[config.mk]
export PLATFORM = sky130hd
export DESIGN_NAME = run_controller
export DESIGN_NICKNAME = d
export VERILOG_FILES = /design/src/rtl/run_controller.sv
export SDC_FILE = /design/constraint.sdc
export NUM_CORES = 1
export LEC_CHECK = 0
export BUFFER_PORTS_ARGS = -buffer_cell sky130_fd_sc_hd__buf_2
export CAP_MARGIN = 30
export CELL_PAD_IN_SITES_DETAIL_PLACEMENT = 0
export CELL_PAD_IN_SITES_GLOBAL_PLACEMENT = 1
export CORE_UTILIZATION = 38
export DETAILED_ROUTE_END_ITERATION = 8
export PLACE_DENSITY_LB_ADDON = 0.1
export REMOVE_ABC_BUFFERS = 1
export SKIP_LAST_GASP = 1
export SYNTH_ARGS = -nofsm -noshare
export SYNTH_HDL_FRONTEND = slang
export SYNTH_SLANG_ARGS = --single-unit
[constraint.sdc]
create_clock -name clk -period 4.4 [get_ports clk]
set_clock_uncertainty 0.15 [all_clocks]
set_input_delay 0.88 -clock clk [delete_from_list [all_inputs] [get_ports clk]]
set_output_delay 0.88 -clock clk [all_outputs]
set_load 0.005 [all_outputs]
[src/rtl/run_controller.sv]
// run_controller -- run/step/halt sequencer for a small single-cycle core.
//
// Decides when the core may retire an instruction (pc_en) from level run
// requests, a halt instruction (16'hFFFF) and an optional address breakpoint.
// Also keeps saturating counts of retired instructions and active cycles.
//
// Optional feature: define RUN_CONTROLLER_BREAKPOINT_EN to enable the
// breakpoint compare and the skip-on-resume register. Without it bp_addr and
// bp_valid are accepted but ignored.
//
// Ports:
//   clk            - clock, all state on rising edge
//   reset          - synchronous active-high reset
//   start          - level request: run continuously
//   step           - level request: retire one instruction
//   stop           - level request: halt (highest priority)
//   curr_inst_addr - current instruction address (5b)
//   curr_inst      - current instruction word (16b)
//   bp_addr        - breakpoint address (5b)
//   bp_valid       - breakpoint enable
//   pc_en          - retire enable: PC load plus register/memory writes
//   state          - IDLE=00 RUN=01 STEP=10 HALTED=11
//   halted         - high only in HALTED
//   retired_count  - saturating count of retired instructions
//   cycle_count    - saturating count of cycles spent in RUN or STEP
module run_controller (
    input  logic        clk,
    input  logic        reset,
    input  logic        start,
    input  logic        step,
    input  logic        stop,
    input  logic [4:0]  curr_inst_addr,
    input  logic [15:0] curr_inst,
    input  logic [4:0]  bp_addr,
    input  logic        bp_valid,
    output logic        pc_en,
    output logic [1:0]  state,
    output logic        halted,
    output logic [15:0] retired_count,
    output logic [15:0] cycle_count
);

    typedef enum logic [1:0] {
        IDLE   = 2'b00,
        RUN    = 2'b01,
        STEP   = 2'b10,
        HALTED = 2'b11
    } state_t;

    state_t cur_state, nxt_state;
    logic   is_halt;
    logic   bp_hit;
    logic   active;

    assign is_halt = (curr_inst == 16'hFFFF);
    assign active  = (cur_state == RUN) || (cur_state == STEP);

`ifdef RUN_CONTROLLER_BREAKPOINT_EN
    logic skip_bp;

    // skip_bp masks the breakpoint for the first active cycle after a resume,
    // so resuming while sitting on the breakpoint address makes progress.
    always_ff @(posedge clk) begin
        if (reset)
            skip_bp <= 1'b0;
        else if (cur_state == HALTED && (nxt_state == RUN || nxt_state == STEP))
            skip_bp <= 1'b1;
        else if (active)
            skip_bp <= 1'b0;
    end

    assign bp_hit = bp_valid && (curr_inst_addr == bp_addr) && !skip_bp;
`else
    logic unused_bp;

    assign unused_bp = ^{bp_addr, bp_valid};
    assign bp_hit    = 1'b0;
`endif

    always_ff @(posedge clk) begin
        if (reset)
            cur_state <= IDLE;
        else
            cur_state <= nxt_state;
    end

    // pc_en depends only on state and instruction/address inputs, never on
    // the request lines, so commands take effect from the next cycle.
    always_comb begin
        nxt_state = cur_state;
        pc_en     = 1'b0;
        halted    = 1'b0;
        case (cur_state)
            IDLE: begin
                if (stop)       nxt_state = IDLE;
                else if (start) nxt_state = RUN;
                else if (step)  nxt_state = STEP;
            end
            RUN: begin
                pc_en = !is_halt && !bp_hit;
                if (stop || is_halt || bp_hit)
                    nxt_state = HALTED;
            end
            STEP: begin
                pc_en     = !is_halt && !bp_hit;
                nxt_state = HALTED;
            end
            HALTED: begin
                halted = 1'b1;
                if (stop)       nxt_state = HALTED;
                else if (start) nxt_state = RUN;
                else if (step)  nxt_state = STEP;
            end
            default: nxt_state = IDLE;
        endcase
    end

    assign state = cur_state;

    always_ff @(posedge clk) begin
        if (reset) begin
            retired_count <= 16'h0000;
            cycle_count   <= 16'h0000;
        end else begin
            if (pc_en && retired_count != 16'hFFFF)
                retired_count <= retired_count + 16'd1;
            if (active && cycle_count != 16'hFFFF)
                cycle_count <= cycle_count + 16'd1;
        end
    end

endmodule

Yosys cells after proc, flatten, opt, wreduce, memory -nomap -nowiden
Index checks and enable logic that the tools add are counted.
W data, S select, Z words.
{"block": "totals", "inputBits": 32, "ff_bits": 34, "word_cells": 27}
{"block": "op_classes", "n_reduce_logical": 7, "add_sub_neg": 2, "muxes": 8, "n_eq_ne": 7}
{"cell": "$add A16 B1 Y16 const B", "count": 2}
{"cell": "$ne A16 B16 Y1 const B", "count": 2}
{"cell": "$eq A16 B16 Y1 const B", "count": 1}
{"cell": "$mux W2", "count": 5}
{"cell": "$pmux W2 S4", "count": 1}
{"cell": "$eq A2 B2 Y1 const B", "count": 2}
{"cell": "$eq A2 B1 Y1 const B", "count": 1}
{"cell": "$logic_and A1 B1 Y1", "count": 2}
{"cell": "$logic_not A2 Y1", "count": 1}
{"cell": "$logic_or A1 B1 Y1", "count": 2}
{"cell": "$mux W1", "count": 2}
{"cell": "$ne A2 B1 Y1 const B", "count": 1}
{"cell": "$reduce_or A2 Y1", "count": 1}
{"cell": "$logic_not A1 Y1", "count": 1}

Depth between registers and ports, before layout
Gate-level depths: netlist (run 1).
{"block": "depth", "ltp_word": 4, "ltp_mapped": 7, "mapped_depth_nobuf": 7}

Least setup slack after synthesis (run 1)
OpenSTA, ideal clock, no wires.
{"block": "synth_path", "path_kind": "input to output", "from": "in curr_inst[7]", "to": "out pc_en", "stages": 4, "path_buffers": 1, "required_ns": 3.370, "arrival_ns": 1.902, "slack_ns": 1.468, "path_cell_list": "nand4_1 > o41ai_2 > clkbuf_1 > inv_1"}
{"block": "synth_between", "elab_chain_cells": 3}
{"item": "start: declaration", "line": "33", "source": "input logic [15:0] curr_inst,"}
{"item": "$eq A16 B16 Y1", "line": "55", "source": "assign is_halt = (curr_inst == 16'hFFFF);"}
{"item": "$logic_not A1 Y1", "line": "100, 105"}
{"item": "$mux W1"}
{"item": "end: declaration", "line": "36", "source": "output logic pc_en,"}
Every way passes these cells.

Worst setup path after layout (run 1)
{"block": "layout_path", "from": "in curr_inst[2]", "to": "out pc_en"}
Same word-level chain as after synthesis.

==> flow_summary.json, run 1 <==
{
  "outcome": "completed",
  "cts_resized": 0,
  "cts-root-buf": "clkbuf_8",
  "n_antenna_cell": 0,
  "die_y_um": 71.5,
  "synth-seq-cells": 34,
  "vias_per_cell": 5.21,
  "place_hpwl_mm": 2.93,
  "grtUsageTotal": 0.165,
  "rsz0062_at_grt": "false",
  "min_period_over_period": 0.654,
  "grt_pass1_wl_mm": 6.76,
  "synth_top_family_by_area": "simple AND/OR/NAND/NOR gates",
  "multi_input_area_mm2": 0.00109,
  "synth_area_mm2": 0.00184,
  "yosysUniqueCellTypes": 38,
  "wl_mm": 4.05,
  "register_area_um2": 681,
  "synthSimpleGateAreaFrac": 0.320,
  "place_ws_ns": 1.52,
  "crit_type": "input pin to primary output",
  "fin_crit_ns": 2.88,
  "synth_compound_area_frac": 0.101,
  "area_growth_pct": 23.4,
  "fin_nets": 316,
  "portBuffers": 56,
  "cts_tree": "built",
  "htreeDepth": 2,
  "final_layout_size_suffix_gt1_frac": 0.264,
  "antenna_found_initial": 0,
  "synth_fa_ha_area_frac": 0.0341,
  "crit_path_max_fanout": 15,
  "avgSynthCellArea_um2": 8.34,
  "synth_mux_area_frac": 0.0170,
  "grt_pass1_vias": 1489,
  "fillers": 447,
  "synth_edf_count": 0,
  "end_kind": "primary output",
  "clock-sinks": 34,
  "synth-xor-area-share": 0.124,
  "yosysWarnings": 0,
  "power-per-cell-area_mw_per_mm2": 345,
  "min-delay-path-class": "flip-flop to flip-flop",
  "worst_skew_pair.late_latency_ns": 0.28,
  "ios": 68,
  "place_area_mm2": 0.00217,
  "gp_congestion": 0.746,
  "overflow": 0,
  "wl_per_cell_um": 12.2,
  "crit_arrival_ns": 1.85,
  "slew_violations": 0,
  "layout_common_cells": "56 x buf_2, 34 x nor2_1, 34 x dfxtp_1",
  "slew_headroom": 0.576,
  "core_mm2": 0.00450,
  "route.detailed.drc": 0,
  "initial_core_util": 0.407,
  "drt_iter0_markers": 88,
  "synthArstFlopShare": 0,
  "die_width_um": 71.5,
  "rows": 24,
  "drtAntennaViolNets": 0,
  "synthFlopType": "dfxtp_1",
  "clk_path_buf_depth": 2,
  "setup_viol": 0,
  "design_area_mm2": 0.00226,
  "ys_seq_area_frac": 0.371,
  "synth_cells": 220,
  "grt_max_degree": 36,
  "layout_setup_ws_ns": 1.52,
  "die-area_mm2": 0.00511,
  "crit_path_start_kind": "input pin",
  "cts_setup_buffers": 0,
  "final.setup.tns_ns": 0,
  "cts_hold_buf": 0,
  "worst_pin_slew_ns": 0.630,
  "dr.pass1.iters": 5,
  "p_leak_uw": 0.000924,
  "fmax_mhz": 348,
  "cts_buffers": 5,
  "final_common_cell": "buf_2",
  "worstPathRequired_ns": 3.37,
  "max-cap-violations": 0,
  "finalHoldViolations": 0,
  "vias": 1729,
  "path_clk_slew_ns": 0.07,
  "vdd_drop_max_mv": 0.212
}
-- worst max-delay path: stages --
cell and delay, ns:
buf_2 0.08, nand4_1 0.12, o41ai_2 0.35, buf_4 0.25, inv_1 0.05, buf_2 0.12
-- path summary, 6_finish.rpt --
check	start	endpoint	slack, ns	cells after the start
setup / recovery	curr_inst[2]	pc_en	1.52	6
hold / removal	cycle_count[7]	cycle_count[7]	0.37	2
setup reg to reg	state[0]	retired_count[7]	2.07	7
hold reg to reg	cycle_count[7]	cycle_count[7]	0.37	2
-- through the flow --
| step | utilization | total power (uW) | hold slack (ns) | std cells |
|---|---|---|---|---|
| 2_1_floorplan | - | 473 | 0.342 | 214 |
| 3_5_place_dp | 0.483 | 552 | 0.371 | 324 |
| 3_3_place_gp | 0.483 | 552 | 0.367 | 324 |
| 6_report | 0.503 | 781 | 0.369 | 332 |
| 4_1_cts | 0.503 | 792 | 0.373 | 332 |
| 5_1_grt | 0.503 | 832 | 0.412 | 332 |
-- cell usage after synthesis (2+ instances only) --
master	n	share of area
dfxtp_1	34	0.37
nor2_1	34	0.070
xnor2_1	21	0.10
nand4_1	16	0.055
nand2_1	13	0.027
nor3_1	13	0.035
a21oi_1	10	0.027
inv_1	10	0.020
nand3_1	10	0.027
o21ai_0	6	0.016
clkbuf_1	5	0.010
ha_1	5	0.034
xor2_1	5	0.024
or4_1	4	0.016
nor4_1	3	0.010
or3_1	3	0.010
a311oi_1	2	0.0095
a31oi_1	2	0.0068
and3_1	2	0.0068
mux2i_1	2	0.011
nand3b_1	2	0.0082
nor3b_1	2	0.0082
-- flip-flops by register name, summed over array words and instances, names as in the netlist --
name	cells
state	2
cycle_count	16
retired_count	16
-- kinds of logic after synthesis --
group,count (synthesis)
buffers and inverters,16
flip-flops,34
AND/OR/NAND/NOR,109
adder cells (fa/ha/maj),5
multiplexers,3
XOR/XNOR,26
AO/OA/AOI/OAI,27
-- power by group --
part	switching, uW	internal, uW	total [uW]
combinational	116	85.8	201
clock	109	126	236
sequential	20.8	323	344
total	246	535	781
-- final cells by class --
cell class / instances / share of cell area
clock buffers: 7 / 0.0381
clock inverters: 1 / 0.00221
inverters: 10 / 0.0166
multi-input cells: 170 / 0.483
flip-flops and latches: 34 / 0.301
well taps: 52 / 0.0287
repair buffers: 58 / 0.130
-- per-layer routing --
metal | wire, um | global-route usage | share of wire
met5 | 0 | 0 | 0
met4 | 29 | 0.0588 | 0.0072
met3 | 222 | 0.0366 | 0.055
met2 | 1630 | 0.246 | 0.40
met1 | 2170 | 0.236 | 0.53
No activity file was read; power rests on OpenSTA's default activity.
==> inputs of run 2 (changes only) <==
--- a/config.mk
+++ b/config.mk
@@ -9,7 +9,7 @@
 export CAP_MARGIN = 30
 export CELL_PAD_IN_SITES_DETAIL_PLACEMENT = 0
 export CELL_PAD_IN_SITES_GLOBAL_PLACEMENT = 1
-export CORE_UTILIZATION = 38
+export CORE_UTILIZATION = 32
 export DETAILED_ROUTE_END_ITERATION = 8
 export PLACE_DENSITY_LB_ADDON = 0.1
 export REMOVE_ABC_BUFFERS = 1
==> constraint.sdc (replaced) <==
create_clock -name clk -period 2.5 [get_ports clk]
set_clock_uncertainty 0.15 [all_clocks]
set_input_delay 0.5 -clock clk [delete_from_list [all_inputs] [get_ports clk]]
set_output_delay 0.5 -clock clk [all_outputs]
set_load 0.005 [all_outputs]
==> run 2 against run 1 <==
Effect of this change: total power rose by 80%; largest power group unchanged; clock power grew 66%; wire length is 9.5% higher.
==> flow_summary.json, run 2 (synthesis gave the netlist of run 1 again) <==
{
  "vdd_drop_max_mv": 0.282,
  "grt_pass1_vias": 1658,
  "crit_path_max_fanout": 15,
  "outcome": "completed",
  "min-delay-path-class": "input pin to flip-flop",
  "final_common_cell": "buf_2",
  "area_growth_pct": 27.2,
  "clkPwrFrac": 0.278,
  "n_antenna_cell": 0,
  "crit_chain": "inv_1, ha_1, o41ai_2, buf_4, inv_1, buf_2",
  "htreeDepth": 2,
  "grt_pass1_wl_mm": 7.62,
  "die_y_um": 77.7,
  "switching_share": 0.323,
  "drtAntennaViolNets": 0,
  "worst_skew_pair.late_latency_ns": 0.28,
  "placed_cells": 352,
  "antenna_found_initial": 0,
  "power-per-cell-area_mw_per_mm2": 603,
  "cp-startpoint": "state[1]",
  "vias_per_cell": 4.99,
  "slew_headroom": 0.628,
  "seqPwrFrac": 0.419,
  "r2r_start": "state[1]",
  "finalHoldViolations": 0,
  "cts_buffers": 5,
  "min-delay-start": "reset",
  "rsz0062_at_grt": "false",
  "final.setup.tns_ns": 0,
  "die_width_um": 77.7,
  "max_stage_delay_ns": 0.38,
  "cp_top_family": "buffers and inverters",
  "dr.pass1.iters": 4,
  "path_clk_slew_ns": 0.07,
  "worstPathRequired_ns": 1.85,
  "cts_hold_buf": 0,
  "p_comb_frac": 0.303,
  "rows": 27,
  "die-area_mm2": 0.00604,
  "min_period_over_period": 0.901,
  "fin_crit_ns": 2.25,
  "drt_iter0_markers": 32,
  "worst_pin_slew_ns": 0.554,
  "setup_viol": 0,
  "cts-root-buf": "clkbuf_8",
  "clock-sinks": 34,
  "fmax_mhz": 444,
  "critPathSlowestCell": "dfxtp_1",
  "wl_mm": 4.44,
  "route.detailed.drc": 0,
  "initial_core_util": 0.333,
  "end_kind": "primary output",
  "portBuffers": 56,
  "crit_path_start_kind": "flip-flop",
  "crit_type": "flip-flop to primary output",
  "vias": 1792,
  "p_int_uw": 953,
  "cts_setup_buffers": 0,
  "ios": 68,
  "p_sw_uw": 454,
  "final_layout_size_suffix_gt1_frac": 0.279,
  "layout_common_cells": "56 x buf_2, 34 x nor2_1, 34 x dfxtp_1",
  "p_leak_uw": 0.000955,
  "clk_path_buf_depth": 2,
  "crit_arrival_ns": 1.60,
  "overflow": 0,
  "power_uw": 1410,
  "fillers": 591,
  "place_hpwl_mm": 3.34,
  "final_cell_count_no_fill": 359,
  "grtUsageTotal": 0.159,
  "cts_resized": 0,
  "core_mm2": 0.00551,
  "crit_buf_inv": 4,
  "grt_max_degree": 27,
  "slew_violations": 0,
  "cts_tree": "built",
  "fin_nets": 324,
  "cp_common_cell": "inv_1",
  "wl_per_cell_um": 12.4,
  "gp_congestion": 0.731,
  "max-cap-violations": 0
}
run 2: cell count changes in the layout (fill, tap and decap cells not counted):
cell,delta
clkinv_2,-1
clkbuf_8,-1
buf_4,+8
clkbuf_1,+1
run 2: stage by stage:
step                      cell area (um^2)  utilization  hold slack (ns)  worst slack (ns)
after floorplan                       1810            -            0.342             0.163
after global placement                2260        0.410            0.370             0.305
after detailed placement              2260        0.410            0.365             0.309
after CTS                             2330        0.424            0.356             0.203
after global routing                  2330        0.424            0.374             0.101
final                                 2330        0.424            0.358             0.247
run 2: final timing paths:
| kind | end | slack [ns] | depth (start not counted) |
|---|---|---|---|
| worst max-delay path | pc_en | 0.25 | 6 |
| worst min-delay path | retired_count[1] | 0.36 | 2 |
| worst max register to register | retired_count[7] | 0.33 | 8 |
| worst min register to register | retired_count[1] | 0.38 | 2 |
run 2: routing by layer:
metal,vias up,global-route usage,part of all wire
met5,-,0,0
met4,0,0.0566,0.014
met3,7,0.0376,0.041
met2,31,0.265,0.46
met1,826,0.198,0.48
li1,928,-,-
run 2: area by class of cell:
cell class	count	area (um^2)	share of cell area
multi-input cells	170	1090	0.469
clock buffers	7	76.3	0.0327
flip-flops and latches	34	681	0.292
well taps	72	90.1	0.0386
repair buffers	66	355	0.152
inverters	10	37.5	0.0161
run 2: worst reg2reg max path, cell delays in order, from the launching register on:
cell and delay, ns:
dfxtp_1 0.38, inv_1 0.09, ha_1 0.38, o41ai_2 0.10, buf_4 0.20, nor4_1 0.28
buf_4 0.18, a311oi_1 0.09, a41o_2 0.24
run 2: power by group through the flow:
| stage | Clock (uW) | Combinational (uW) | Sequential, uW |
|---|---|---|---|
| 5_1_grt | 431 | 479 | 593 |
| 6_report | 391 | 426 | 589 |
| 4_1_cts | 411 | 434 | 590 |
| 2_1_floorplan | 0 | 219 | 614 |
| 3_3_place_gp | 0 | 434 | 602 |
| 3_5_place_dp | 0 | 434 | 602 |
==> inputs of run 3 (changes only) <==
--- a/config.mk
+++ b/config.mk
@@ -12,6 +12,7 @@
 export CORE_UTILIZATION = 32
 export DETAILED_ROUTE_END_ITERATION = 8
 export PLACE_DENSITY_LB_ADDON = 0.1
+export RECOVER_POWER = 50
 export REMOVE_ABC_BUFFERS = 1
 export SKIP_LAST_GASP = 1
 export SYNTH_ARGS = -nofsm -noshare
==> run 3 against run 2 <==
Effect of this change: combinational power decreased by 3%; core utilization fell by 0.41 points; final cell count is the same; sequential share of layout area is 0.28 points higher; non-clock buffer count is the same; final area fell by 0.96%; hold slack is essentially flat; global-route usage is the same; largest power group unchanged; highest routed layer unchanged.
==> flow_summary.json, run 3 (synthesis gave the netlist of run 1 again) <==
{
  "die_width_um": 77.7,
  "place_hpwl_mm": 3.34,
  "r2r-end": "retired_count[7]",
  "cts_setup_buffers": 0,
  "p_sw_uw": 454,
  "setup_viol": 0,
  "fin_crit_ns": 2.26,
  "crit_type": "flip-flop to primary output",
  "vias": 1787,
  "slew_violations": 0,
  "dr.pass1.iters": 4,
  "end_kind": "primary output",
  "drt_iter0_markers": 39,
  "cts_buffers": 5,
  "grt_pass1_vias": 1658,
  "min-delay-path-class": "input pin to flip-flop",
  "antenna_found_initial": 0,
  "fmax_mhz": 443,
  "worst-r2r-setup-slack_ns": 0.32,
  "cts_tree": "built",
  "layout_common_cells": "47 x buf_2, 34 x nor2_1, 34 x dfxtp_1",
  "initial_core_util": 0.333,
  "htreeDepth": 2,
  "rsz0062_at_grt": "false",
  "r2r.worst_path.cells": 8,
  "route.detailed.drc": 0,
  "die-area_mm2": 0.00604,
  "min_to": "retired_count[1]",
  "n_antenna_cell": 0,
  "seqPwrFrac": 0.423,
  "place_area_mm2": 0.00226,
  "fin_nets": 324,
  "clock-sinks": 34,
  "crit_path_start_kind": "flip-flop",
  "final_layout_size_suffix_gt1_frac": 0.237,
  "p_comb_frac": 0.297,
  "vdd_drop_max_mv": 0.277,
  "p_leak_uw": 0.000903,
  "worst_skew_pair.late_latency_ns": 0.28,
  "die_y_um": 77.7,
  "drtAntennaViolNets": 0,
  "grtUsageTotal": 0.159,
  "vias_per_cell": 4.98,
  "p_int_uw": 941,
  "min_period_over_period": 0.903,
  "path_clk_slew_ns": 0.07,
  "rows": 27,
  "cts_resized": 0,
  "slew_headroom": 0.630,
  "placed_cells": 352,
  "outcome": "completed",
  "wl_per_cell_um": 12.4,
  "final.setup.tns_ns": 0,
  "cts-root-buf": "clkbuf_8",
  "gp_congestion": 0.731,
  "core_mm2": 0.00551,
  "switching_share": 0.325,
  "final_common_cell": "buf_2",
  "worstPathRequired_ns": 1.85,
  "grt_max_degree": 27,
  "max-cap-violations": 0,
  "crit_path_max_fanout": 15,
  "r2r_start": "state[1]",
  "clkPwrFrac": 0.281,
  "overflow": 0,
  "cts_hold_buf": 0,
  "design_area_mm2": 0.00231,
  "area_growth_pct": 26.0,
  "final_cell_count_no_fill": 359,
  "fillers": 600,
  "clk_path_buf_depth": 2,
  "grt_pass1_wl_mm": 7.62,
  "min_path_cells": 2,
  "ios": 68,
  "worst_pin_slew_ns": 0.551,
  "portBuffers": 56,
  "wl_mm": 4.44,
  "power-per-cell-area_mw_per_mm2": 603,
  "finalHoldViolations": 0,
  "min-delay-start": "reset",
  "crit_arrival_ns": 1.61
}
run 3: cell count changes in the layout (fill, tap and decap cells not counted), sizes merged:
| cell | before | now |
|---|---|---|
| buf | 66 | 55 |
| clkbuf | 7 | 18 |
run 3: worst max-delay path, cell delays in order (launching register included):
cell,delay (ns)
dfxtp_1,0.38
inv_1,0.09
ha_1,0.36
o41ai_2,0.07
buf_4,0.25
inv_1,0.05
buf_2,0.12
run 3: final cells by class:
cell class	count	area [um^2]	area share
well taps	72	90.1	0.0390
flip-flops and latches	34	681	0.294
multi-input cells	170	1090	0.473
inverters	10	37.5	0.0162
repair buffers	66	333	0.144
clock buffers	7	76.3	0.0330
run 3: worst max path at each step:
stage / end / slack [ns] / startpoint
2_1_floorplan: retired_count[7] / 0.16 / state[0]
3_3_place_gp: retired_count[7] / 0.31 / state[1]
3_5_place_dp: retired_count[7] / 0.31 / state[1]
5_1_grt: pc_en / 0.10 / state[1]
4_1_cts: pc_en / 0.20 / state[1]
6_report: pc_en / 0.24 / state[1]
run 3: metal layers:
metal | vias up | share of wire | GRT usage
met5 | - | 0 | 0
met4 | 0 | 0.014 | 0.0566
met3 | 7 | 0.040 | 0.0376
met2 | 31 | 0.46 | 0.265
met1 | 822 | 0.48 | 0.198
li1 | 927 | - | -
run 3: metrics by stage:
step | total power (uW) | worst slack (ns) | hold slack, ns | util
after global placement | 1040 | 0.305 | 0.370 | 0.410
after detailed placement | 1040 | 0.309 | 0.365 | 0.410
final | 1390 | 0.243 | 0.358 | 0.420
after CTS | 1430 | 0.203 | 0.356 | 0.424
after floorplan | 833 | 0.163 | 0.342 | -
after global routing | 1490 | 0.101 | 0.374 | 0.420
run 3: power by group through the flow:
stage / Sequential, uW / Combinational, uW / Clock, uW
after CTS: 590 / 434 / 411
after global placement: 602 / 434 / 0
after floorplan: 614 / 219 / 0
after detailed placement: 602 / 434 / 0
after global routing: 593 / 467 / 431
final: 589 / 414 / 391
